$ cat src/rtl/mux_scan.sv
// Channel multiplexer with direct select and timed auto-scan of N channels onto LEDR.
// Define MUX_SCAN_PAUSE_EN to add the KEY[1] step/pause pushbutton and the PAUSE state.
module mux_scan #(
    parameter int unsigned W        = 4,
    parameter int unsigned N        = 4,
    parameter int unsigned SCAN_DIV = 50000000,
    localparam int unsigned SELW    = (N > 2) ? $clog2(N) : 1
) (
    input  logic                CLOCK_50,
    input  logic [1:0]          KEY,
    input  logic [N*W-1:0]      SW,
    input  logic [SELW-1:0]     sel,
    input  logic                mode,
    output logic [W-1:0]        LEDR,
    output logic [SELW-1:0]     ch,
    output logic                chg
);

    localparam int unsigned   DIVW     = $clog2(SCAN_DIV);
    localparam logic [DIVW-1:0] DIV_LAST = DIVW'(SCAN_DIV - 1);
    localparam logic [SELW-1:0] CH_LAST  = SELW'(N - 1);

    typedef enum logic [1:0] {StDirect, StScan, StPause} state_e;

    logic rst_n;
    logic step;

    assign rst_n = KEY[0];

`ifdef MUX_SCAN_PAUSE_EN
    logic key_meta_q, key_sync_q, key_prev_q;

    // Flops reset to the released level so reset release never looks like a press.
    always_ff @(posedge CLOCK_50 or negedge rst_n) begin
        if (!rst_n) begin
            key_meta_q <= 1'b1;
            key_sync_q <= 1'b1;
            key_prev_q <= 1'b1;
        end else begin
            key_meta_q <= KEY[1];
            key_sync_q <= key_meta_q;
            key_prev_q <= key_sync_q;
        end
    end

    assign step = key_prev_q & ~key_sync_q;
`else
    logic unused_key;

    assign unused_key = KEY[1];
    assign step       = 1'b0;
`endif

    state_e          state_q, state_d;
    logic [DIVW-1:0] div_q, div_d;
    logic [SELW-1:0] ch_q, ch_d;
    logic [W-1:0]    led_q, led_d;
    logic            chg_q, chg_d;

    always_comb begin
        state_d = state_q;
        div_d   = div_q;
        ch_d    = ch_q;
        // mode=0 overrides everything, including a coincident step pulse.
        if (!mode) begin
            state_d = StDirect;
            div_d   = '0;
            if (32'(sel) < N) begin
                ch_d = sel;
            end
        end else begin
            unique case (state_q)
                StDirect: begin
                    state_d = StScan;
                    div_d   = '0;
                end
                StScan: begin
                    if (step) begin
                        state_d = StPause;
                    end else if (div_q == DIV_LAST) begin
                        div_d = '0;
                        ch_d  = (ch_q == CH_LAST) ? '0 : ch_q + SELW'(1);
                    end else begin
                        div_d = div_q + DIVW'(1);
                    end
                end
                StPause: begin
                    if (step) begin
                        state_d = StScan;
                        div_d   = '0;
                    end
                end
                default: begin
                    state_d = StDirect;
                    div_d   = '0;
                end
            endcase
        end
    end

    // LEDR follows the channel that ch is about to hold, so both change on the same edge.
    always_comb begin
        led_d = '0;
        for (int k = 0; k < int'(N); k++) begin
            if (ch_d == SELW'(k)) begin
                led_d = SW[k*W +: W];
            end
        end
        chg_d = (ch_d != ch_q);
    end

    always_ff @(posedge CLOCK_50 or negedge rst_n) begin
        if (!rst_n) begin
            state_q <= StDirect;
            div_q   <= '0;
            ch_q    <= '0;
            led_q   <= '0;
            chg_q   <= 1'b0;
        end else begin
            state_q <= state_d;
            div_q   <= div_d;
            ch_q    <= ch_d;
            led_q   <= led_d;
            chg_q   <= chg_d;
        end
    end

    assign LEDR = led_q;
    assign ch   = ch_q;
    assign chg  = chg_q;

endmodule

$ cat config.mk
export PLATFORM = sky130hd
export DESIGN_NAME = mux_scan
export DESIGN_NICKNAME = d
export VERILOG_FILES = /design/src/rtl/mux_scan.sv
export SDC_FILE = /design/constraint.sdc
export NUM_CORES = 1
export LEC_CHECK = 0
export BUFFER_PORTS_ARGS = -buffer_cell sky130_fd_sc_hd__buf_2
export CAP_MARGIN = 20
export CORE_ASPECT_RATIO = 1.25
export CORE_MARGIN = 4
export CORE_UTILIZATION = 25
export CTS_CLUSTER_DIAMETER = 40
export DETAILED_ROUTE_END_ITERATION = 16
export GPL_TIMING_DRIVEN = 0
export PLACE_DENSITY = 0.49
export SKIP_CTS_REPAIR_TIMING = 1
export SYNTH_ARGS = -nofsm -noshare
export SYNTH_HDL_FRONTEND = slang
export SYNTH_SLANG_ARGS = --single-unit
$ cat constraint.sdc
create_clock -name CLOCK_50 -period 2.4 [get_ports CLOCK_50]
set_input_delay 0.48 -clock CLOCK_50 [delete_from_list [all_inputs] [get_ports CLOCK_50]]
set_output_delay 0.48 -clock CLOCK_50 [all_outputs]
set_load 0.02 [all_outputs]
==> reports/summary.txt <==
Antenna Cells - 0
number of port buffers - 27
clk sink count - 34
Net Count, Synth - 187
slew at the pin closest to its max-slew limit - 786 ps
maximum number of buffers from clock root to sink - 2
PD cells - 526 mW/mm2
fin nets - 231
wire length of the first global-routing pass - 6.07 mm
data arrival time of the worst path - 2700 ps
top cell family by delay on the critical path - simple AND/OR/NAND/NOR gates
initial core utilization - 0.259
violated checks - negative setup slack
status - finished, violations left
maximum number of pins on one net before global-route repair - 35
horizontal die dimension - 81.7 um
flip-flop cell with the highest count after synthesis - sky130_fd_sc_hd__dfrtp_1
Row Count - 33
Netlist cell types - 32
length of the first detailed-routing pass in iterations - 4
vias in the first global route - 1413
Slowest-stage cell, CP - sky130_fd_sc_hd__or4b_4
Clock H-tree levels - 2
max-slew violations - 0
Worst Clk Skew - 5.61 ps
Vias per Instance - 4.50
achievable clock frequency - 0.393 GHz
Min Clock Period, post-route - 2540 ps
total clock buffers created by CTS - 5
number of enable-type register cells in the synthesized netlist - 0
tightest slew margin relative to the limit - 0.476
Post-Route Utilization - 0.333
critical path class - register to register
RSZ-0062 raised after global routing - true
Leakage Power - 0.957 nW
DRC violation count after routing - 0
die footprint - 0.00818 mm2
initial antenna violation count - 0
initial drt markers - 53
WL per Instance - 11.8 um
routed wire length - 3.48 mm
crit path buf inv count - 2
crit end category - register
IO Pins - 29
Setup Viol. Count Final - 5
TritonCTS clock tree - done
count of max-cap constraint violations - 0
cell-by-cell trace of the critical path - ha_4 -> nand3_2 -> or4b_4 -> buf_6 -> or4_4 -> a31oi_4 -> buf_6 -> mux2i_1 -> mux2i_1
Placer Congestion - 0.696
CP Data Required Time - 2560 ps
P&R area growth vs syn - 28.6%
post-route setup slack - -144 ps
flip-flop and latch count after synthesis - 34
combined global-route utilization of all metal layers - 0.0960
sort of element at the start of the critical path - register
post-synthesis async set-or-reset flop share - 1.00
final period utilization - 1.06
Syn. warnings - 0
Via Count - 1323
synthesized area per cell - 10.4 um2
maximum cell stage delay along the critical path - 520 ps
synthesized instance count - 163
fraction of layout cells with a size suffix above 1 - 0.280
maximum resistive drop on vdd - 0.215 mV
fraction of the yosys area taken by sequential cells - 0.501
y dimension of the die - 100 um
antenna viol nets, final - 0
total congestion overflow - 0
Power, Total - 1.15 mW
post-DP HPWL - 2.49 mm
clock slew at reported path FFs - 70 ps
Clock Root Buffer - sky130_fd_sc_hd__clkbuf_8
maximum fanout count along the critical path - 5
final number of hold-violating endpoints - 0
Clock Latency Late Sink - 280 ps
Hold/Removal Path Class - input port to asynchronous set/reset pin
Synth Cell Area - 0.00170 mm2
core outline area - 0.00657 mm2
[cell usage in the layout, fill, tap and decap left out, types with 4 or more instances in the layout]
cell type,Yosys,final
sky130_fd_sc_hd__nand3_1,7,6
sky130_fd_sc_hd__nor2_1,28,28
sky130_fd_sc_hd__buf_2,1,27
sky130_fd_sc_hd__nand4_1,7,7
sky130_fd_sc_hd__dfrtp_1,34,34
sky130_fd_sc_hd__xor2_1,19,19
sky130_fd_sc_hd__buf_4,0,9
sky130_fd_sc_hd__nand2_1,13,13
sky130_fd_sc_hd__xnor2_1,5,4
sky130_fd_sc_hd__mux2i_1,12,12
sky130_fd_sc_hd__clkbuf_8,0,5
[path summary, 6_finish.rpt]
path	from	to	slack (ps)	depth (start not counted)
worst max register to register	div_q[0]	LEDR[0]	-140	9
min in group CLOCK_50	SW[7]	LEDR[3]	470	3
worst max-delay path	div_q[0]	LEDR[0]	-140	9
worst min-delay path	KEY[0]	div_q[5]	280	1
worst min register to register	div_q[25]	div_q[25]	530	2
max in group asynchronous	KEY[0]	div_q[20]	1620	1
[routing by layer]
metal | share of wire | GRT usage
met2 | 0.51 | 0.166
met4 | 0.018 | 0.0435
met1 | 0.41 | 0.105
met3 | 0.062 | 0.0314
met5 | 0 | 0
[report_power, final]
part / leakage, nW / internal, mW / switching, mW
clock network: 0.0383 / 0.200 / 0.198
registers: 0.453 / 0.590 / 0.0105
logic: 0.465 / 0.0700 / 0.0805
[registers in the layout, summed over array words and instances, names as in the netlist]
| register | cells |
|---|---|
| state_q | 1 |
| ch | 2 |
| LEDR | 4 |
| chg | 1 |
| div_q | 26 |
[metrics by stage]
stage	worst slack, ps	cell area [um2]	setup TNS [ps]	hold WS, ps	std cells
global placement	-357	1950	-7540	475	277
CTS	-379	2030	-8140	302	284
floorplan	5.23	1710	0	184	163
detailed placement	-362	1950	-7700	478	277
global route	-268	2180	-1150	350	294
finish	-144	2180	-556	279	294
[cells in the mapped netlist (all sizes together) (3+ instances only)]
cell | number | area [um2]
mux2i | 12 | 120
and4 | 3 | 26.3
dfrtp | 34 | 851
nor2 | 28 | 105
nand2 | 13 | 48.8
nand4 | 8 | 56.3
or3 | 3 | 20.0
xnor2 | 5 | 43.8
inv | 3 | 11.3
xor2 | 19 | 166
nand3 | 7 | 35.0
clkbuf | 3 | 11.3
[logic make-up (layout without fill, tap and decap cells)]
kind of cell / after synthesis / in the layout / synth area share
fa+ha+maj: 2 / 2 / 0.0147
mux: 12 / 12 / 0.0707
xor+xnor: 24 / 24 / 0.124
compound gates: 10 / 10 / 0.0486
flops: 34 / 34 / 0.501
buf+inv: 8 / 52 / 0.0228
simple gates: 73 / 73 / 0.218
[final cells by class]
cell class / count / area [um2]
fillers: 668 / 4380
inverters: 3 / 11.3
repair buffers: 37 / 214
well taps: 87 / 109
multi-input cells: 121 / 881
flip-flops and latches: 34 / 851
clock buffers: 7 / 76.3
plain buffers: 5 / 41.3
Power figures use the tool's default switching activity.
